### src/rtl/rotary_decoder.sv
// Quadrature decoder for a debounced rotary encoder: detent step pulses with direction,
// a bounded position counter, a centre-press pulse and an illegal-transition flag.
module rotary_decoder #(
   parameter int          WIDTH       = 8,
   parameter int unsigned RESET_COUNT = 0,
   parameter bit          WRAP        = 1'b1
) (
   input  logic             clk,
   input  logic             reset,
   input  logic             rotA,
   input  logic             rotB,
   input  logic             rotCTR,
   output logic             step,
   output logic             dir,
   output logic [WIDTH-1:0] count,
   output logic             press,
   output logic             err
);

   localparam logic [WIDTH-1:0] LP_RESET = WIDTH'(RESET_COUNT);
   localparam logic [WIDTH-1:0] LP_ONE   = WIDTH'(1);
   localparam logic [WIDTH-1:0] LP_MAX   = '1;
   localparam logic [WIDTH-1:0] LP_MIN   = '0;

   logic [1:0]        r_ab_q;
   logic              r_ctr_q;
   logic              r_primed;
   logic signed [3:0] r_acc;
   logic              r_step;
   logic              r_dir;
   logic [WIDTH-1:0]  r_count;
   logic              r_press;
   logic              r_err;

   logic [1:0]        w_ab;
   logic              w_changed;
   logic              w_illegal;
   logic              w_cw;
   logic signed [3:0] w_acc_next;
   logic              w_cw_done;
   logic              w_ccw_done;
   logic [WIDTH-1:0]  w_count_inc;
   logic [WIDTH-1:0]  w_count_dec;

   assign w_ab      = {rotA, rotB};
   assign w_changed = (w_ab != r_ab_q);
   assign w_illegal = ((w_ab ^ r_ab_q) == 2'b11);

   // Clockwise Gray steps: 00->01->11->10->00; any other single-bit change is CCW.
   always_comb begin
      w_cw = 1'b0;
      case ({r_ab_q, w_ab})
         4'b0001, 4'b0111, 4'b1110, 4'b1000: w_cw = 1'b1;
         default:                            w_cw = 1'b0;
      endcase
   end

   always_comb begin
      w_acc_next = r_acc;
      if (w_cw) begin
         if (r_acc != 4'sd4) w_acc_next = r_acc + 4'sd1;
      end else begin
         if (r_acc != -4'sd4) w_acc_next = r_acc - 4'sd1;
      end
   end

   assign w_cw_done  = w_changed & ~w_illegal & (w_ab == 2'b00) & (w_acc_next == 4'sd4);
   assign w_ccw_done = w_changed & ~w_illegal & (w_ab == 2'b00) & (w_acc_next == -4'sd4);

   assign w_count_inc = (WRAP || (r_count != LP_MAX)) ? r_count + LP_ONE : r_count;
   assign w_count_dec = (WRAP || (r_count != LP_MIN)) ? r_count - LP_ONE : r_count;

   always_ff @(posedge clk) begin
      if (reset) begin
         r_ab_q   <= 2'b00;
         r_ctr_q  <= 1'b0;
         r_primed <= 1'b0;
         r_acc    <= 4'sd0;
         r_step   <= 1'b0;
         r_dir    <= 1'b0;
         r_count  <= LP_RESET;
         r_press  <= 1'b0;
         r_err    <= 1'b0;
      end else if (!r_primed) begin
         // Resynchronise to the resting encoder position; nothing is decoded this cycle.
         r_primed <= 1'b1;
         r_ab_q   <= w_ab;
         r_ctr_q  <= rotCTR;
         r_step   <= 1'b0;
         r_press  <= 1'b0;
         r_err    <= 1'b0;
      end else begin
         r_ctr_q <= rotCTR;
         r_press <= rotCTR & ~r_ctr_q;
         r_step  <= w_cw_done | w_ccw_done;
         r_err   <= w_changed & w_illegal;
         if (w_changed) begin
            r_ab_q <= w_ab;
            if (w_illegal || (w_ab == 2'b00)) r_acc <= 4'sd0;
            else                              r_acc <= w_acc_next;
         end
         if (w_cw_done) begin
            r_dir   <= 1'b1;
            r_count <= w_count_inc;
         end else if (w_ccw_done) begin
            r_dir   <= 1'b0;
            r_count <= w_count_dec;
         end
      end
   end

   assign step  = r_step;
   assign dir   = r_dir;
   assign count = r_count;
   assign press = r_press;
   assign err   = r_err;

endmodule

### config.mk
export PLATFORM = sky130hd
export DESIGN_NAME = rotary_decoder
export DESIGN_NICKNAME = d
export VERILOG_FILES = /design/src/rtl/rotary_decoder.sv
export SDC_FILE = /design/constraint.sdc
export NUM_CORES = 1
export LEC_CHECK = 0
export CAP_MARGIN = 20
export CORE_ASPECT_RATIO = 1.75
export CORE_MARGIN = 2
export CORE_UTILIZATION = 30
export CTS_CLUSTER_DIAMETER = 40
export DETAILED_ROUTE_END_ITERATION = 6
export DONT_BUFFER_PORTS = 1
export HOLD_SLACK_MARGIN = 0.06
export SYNTH_ARGS = -nofsm -noshare
export SYNTH_HDL_FRONTEND = slang
export SYNTH_SLANG_ARGS = --single-unit
### constraint.sdc
create_clock -name clk -period 6.8 [get_ports clk]
set_input_delay 1.02 -clock clk [delete_from_list [all_inputs] [get_ports clk]]
set_output_delay 1.02 -clock clk [all_outputs]
set_load 0.05 [all_outputs]
== Yosys cells after proc, flatten, opt, wreduce, memory -nomap -nowiden ==
Index checks and enable logic that the tools add are counted.
Word-level totals
  bits in registers: 20
  logic and storage cells: 54
Operators by class
  add/subtract/negate cells: 4
  equal/unequal tests: 11
  multiplexer cells: 12
  bitwise logic cells: 11
  reductions and logical operators: 7
Operator list (count)
  $mux 4: 4
  $mux 8: 2
  $eq 4x4->1 const B: 3
  $add 8x1->8 const B: 1
  $eq 4x3->1 const B: 2
  $sub 8x1->8 const B: 1
  $and 1x1->1: 6
  $add 4x2->4 const B: 1
  $eq 4x1->1 const B: 1
  $mux 1: 4
  $mux 2: 2
  $ne 4x3->1 const B: 1
  $ne 4x4->1 const B: 1
  $reduce_and 2->1: 2
  $reduce_or 4->1: 1
  $sub 4x2->4 const B: 1
  $not 1->1: 3
  $eq 2x2->1 const B: 1
  $logic_not 2->1: 1
  $ne 2x1->1 const B: 1
  $ne 2x2->1: 1
  $reduce_bool 2->1: 1
  $reduce_or 2->1: 1
  $xor 2x2->2: 1
  2 further kinds: 2

== Depth between registers and ports, before layout ==
  word-level depth: 8
  depth in mapped cells: 16
  depth with buffers taken out: 15

== Least setup slack after synthesis ==
OpenSTA, ideal clock, no wires.
  kind: input to register
  start: input rotB
  end: register r_count[7] (netlist: count[7])
  arrival time: 4.001 ns
  data required time: 6.735 ns
  setup slack: 2.735 ns
  stages on the path: 12
  path buffers: 1
  cell sequence: buf_2 > xnor2_1 > nor3_1 > a22o_1 > a221oi_1 > nand2_1 > ha_1 > a21oi_1 > o211ai_1 > o41a_1 > or4b_1 > nand4_1
Between the ends
  longest elaborated chain between the ends: 8
  elaborated cells between the ends (all ways): 21
Ends and longest elaborated chain
  start, declared: line 11  | input logic rotB,
  $eq 4x1->1 (tied with other cells): line 52  | case ({r_ab_q, w_ab})
  $reduce_or 4->1 / $eq 2x2->1 (equally long branches): line 52, 47
  $mux 1 / $not 1->1 (equally long branches): line 52, 67, 68
  $mux 4 / $and 1x1->1 (equally long branches): line 60, 67, 68
  $eq 4x4->1 (tied with other cells): line 67  | assign w_cw_done = w_changed & ~w_illegal & (w_ab == 2'b00) & (w_acc_next == 4'sd4);
  $and 1x1->1, on equally long branches: line 67, 68
  $reduce_bool 2->1 (no line)
  $reduce_and 2->1 (no line)
  end signal, assigned: line 104  | r_count <= w_count_inc;
  end signal, assigned: line 107  | r_count <= w_count_dec;
  end, declared: line 31  | logic [WIDTH-1:0] r_count;
Several ways; a longest one is shown, not always the timed one.
A chain may end at the register's enable or synchronous reset.

== Worst setup path in the final report ==
Ends and elaborated chain as after synthesis.

==> out/qor.yml <==
outcome: "complete, no violations"
yosysWarnings: 0
r2r_cells: 14
required_ns: 7.00
yosys.cell_types.count: 38
wl_mm: 2.74
cp_cell_sequence: "xor2_1 -> a211oi_1 -> a21oi_1 -> a221oi_1 -> nand2_1 -> ha_1 -> a21oi_1 -> o211ai_1 -> o41a_1 -> or4b_1 -> nand4_1"
worst_slew_pin_slew_ns: 0.705
dieHeight_um: 92
multi_input_area_um2: 866
vdd_ir_drop_max_v: 0.000127
grt_antenna_before_repair: 0
fin_crit_ns: 4.05
netlist_area_mm2: 0.00133
leakagePower_nw: 0.572
cts_tree: "built"
final-seq-area_um2: 400
crit_fanout: 7
h-tree-depth: 1
cts_resized: 0
fin_total_pwr_mw: 0.306
netlist_instances: 154
hpwlAfterDp_mm: 2.19
top_usage_layer: "met2"
timing.fmax_ghz: 0.247
clock_latency_ns: 0.26
max_stage_delay_ns: 0.66
met2_usage_pct: 21.2
cp-end-kind: "register"
cts_setup_buffers: 0
final_cell_mix: "20 x dfxtp_1, 17 x nor2_1, 12 x a21oi_1, 12 x nand2_1, 10 x ha_1"
syn-num-nets: 170
worstSetupPathType: "input port to register"
routed_via_density: 5.36
reg2reg_slack_ns: 2.99
io_pins: 17
fill_cells: 456
ctsHoldBuffers: 0
crit_path_start: "rotB"
vias: 1082
start_kind: "input port"
dieArea_mm2: 0.00499
fp.coreArea_mm2: 0.00432
crit_end: "count[7]"
p_sw_mw: 0.0817
layout_setup_ws_ns: 2.75
diodes: 0
use_met3_pct: 1.79
cts.sinks: 20
final_common_cell: "dfxtp_1"
fin_worst_skew_ns: 0.00919
crit_top_cell: "a21oi_1"
gp_congestion: 0.834
cts_made_buffers: 3
timing.rr.start: "r_acc[0]"
hold_path_depth: 1
drv_slew: 0
grt_max_degree: 20
internal-power_mw: 0.224
grt_pass1_vias: 1020
pre_cts_slack_ns: 2.52
slowest_stage: "a221oi_1"
start_util_pct: 30.7
hold_viol_final: 0
layout-drive-gt1-share_pct: 5.96
syn2layout_area_growth_pct: 7.82
fin_cells: 202
final_nets: 168
clock_path_buffers: 2
track_usage_pct: 11.9
ys_async_sr_fraction_pct: 0
rr_endpoint: "count[7]"
synth_area_per_cell_um2: 8.62
power_density_mw_per_mm2: 214
drt.antenna.violating_nets: 0
dp.cells: 198
core.rowCount: 32
first_pass_iters: 4
grtUsageMet1_pct: 12.1
wl_per_cell_um: 13.6
grt_pass1_wl_mm: 4.50
pwr-share-comb_pct: 18.0
drv_cap: 0
io_buffers: 0
tns_ns: 0
drc: 0
rsz0062_at_grt: "false"
drt_first_iter_violations: 23
setup_viol: 0
synthFlopType: "dfxtp_1"
clkPwrFrac_pct: 38.8
swShare_pct: 26.7
gr-total-overflow: 0
pwr-share-seq_pct: 43.2
hp-class: "register to register"
ys_seq_area_share_pct: 30.2
synth_seq_cells: 20
max_slew_margin_pct: 53.0
cp.arrival_ns: 4.24
synth-edff-count: 0
clk_pin_slew_worst_paths_ns: 0.08
root_buffer: "clkbuf_8"
die_w_um: 54.3
fin_crit_sh_pct: 59.5
[per-layer routing]
metal / routed length (um) / vias up
li1: - / 541
met1: 1040 / 513
met2: 1520 / 20
met3: 75 / 8
met4: 110 / 0
met5: 0 / -
[sequential cells by signal (all words and copies together), names as in the netlist]
register	flops
count	8
r_acc	4
r_ab_q	2
dir	1
err	1
press	1
r_ctr_q	1
r_primed	1
step	1
[metrics by stage]
stage / instance area, um2 / hold slack (ns) / utilization, %
floorplan: 1330 / 0.483 / -
global placement: 1360 / 0.488 / 31.5
detailed placement: 1360 / 0.490 / 31.5
CTS: 1430 / 0.504 / 33.1
global route: 1430 / 0.521 / 33.1
finish: 1430 / 0.500 / 33.1
[Yosys cell counts, drive strengths merged, types with 2 or more instances]
cell,n,area share [%]
and4b,2,1.5
nor3,5,1.9
nand4,2,0.94
a22oi,3,1.7
nand2b,4,1.9
a211oi,2,1.5
inv,8,2.3
a21o,3,1.7
nand2,12,3.4
xnor2,7,4.6
clkbuf,4,1.2
and3,4,1.9
dfxtp,20,30
buf,3,1.1
a21oi,13,5.7
nand3,8,3.0
nor2,17,4.8
mux2i,6,4.5
ha,10,9.4
o211ai,3,2.7
xor2,4,2.6
a221oi,2,1.3
[kinds of logic after synthesis]
kind of cell	synth area share (%)
multiplexers	6.22
adder cells (fa/ha/maj)	10.9
AND/OR/NAND/NOR	22.6
AO/OA/AOI/OAI	18.2
buffers and inverters	4.62
XOR/XNOR	7.26
flip-flops	30.2
[area by class of cell]
| class | instances | area share [%] |
|---|---|---|
| clock buffer | 3 | 2.88 |
| tap | 51 | 4.46 |
| sequential | 20 | 28.0 |
| multi-input combinational | 119 | 60.5 |
| inverter | 8 | 2.10 |
| clock inverter | 1 | 2.10 |
[power by group through the flow]
stage	Combinational, mW	Sequential, mW	Clock [mW]
final	0.0550	0.132	0.119
after global routing	0.0615	0.133	0.126
after CTS	0.0551	0.132	0.122
after detailed placement	0.0544	0.135	0
after global placement	0.0550	0.135	0
after floorplan	0.0511	0.131	0
[critical path: cells and delay by family]
family / cells / cell delay, ns
AOI/OAI and AO/OA: 6 / 1.74
and+or+nand+nor: 3 / 0.95
adders and majority gates: 1 / 0.38
xor gates and xnor gates: 1 / 0.16
[worst min path at each step]
stage	from	to	slack, ns
global route	r_ctr_q	press	0.52
floorplan	r_ctr_q	press	0.48
CTS	r_ctr_q	press	0.50
detailed placement	r_ctr_q	press	0.49
global placement	r_ctr_q	press	0.49
finish	r_ctr_q	press	0.50
No activity file was read; power rests on OpenSTA's default activity.
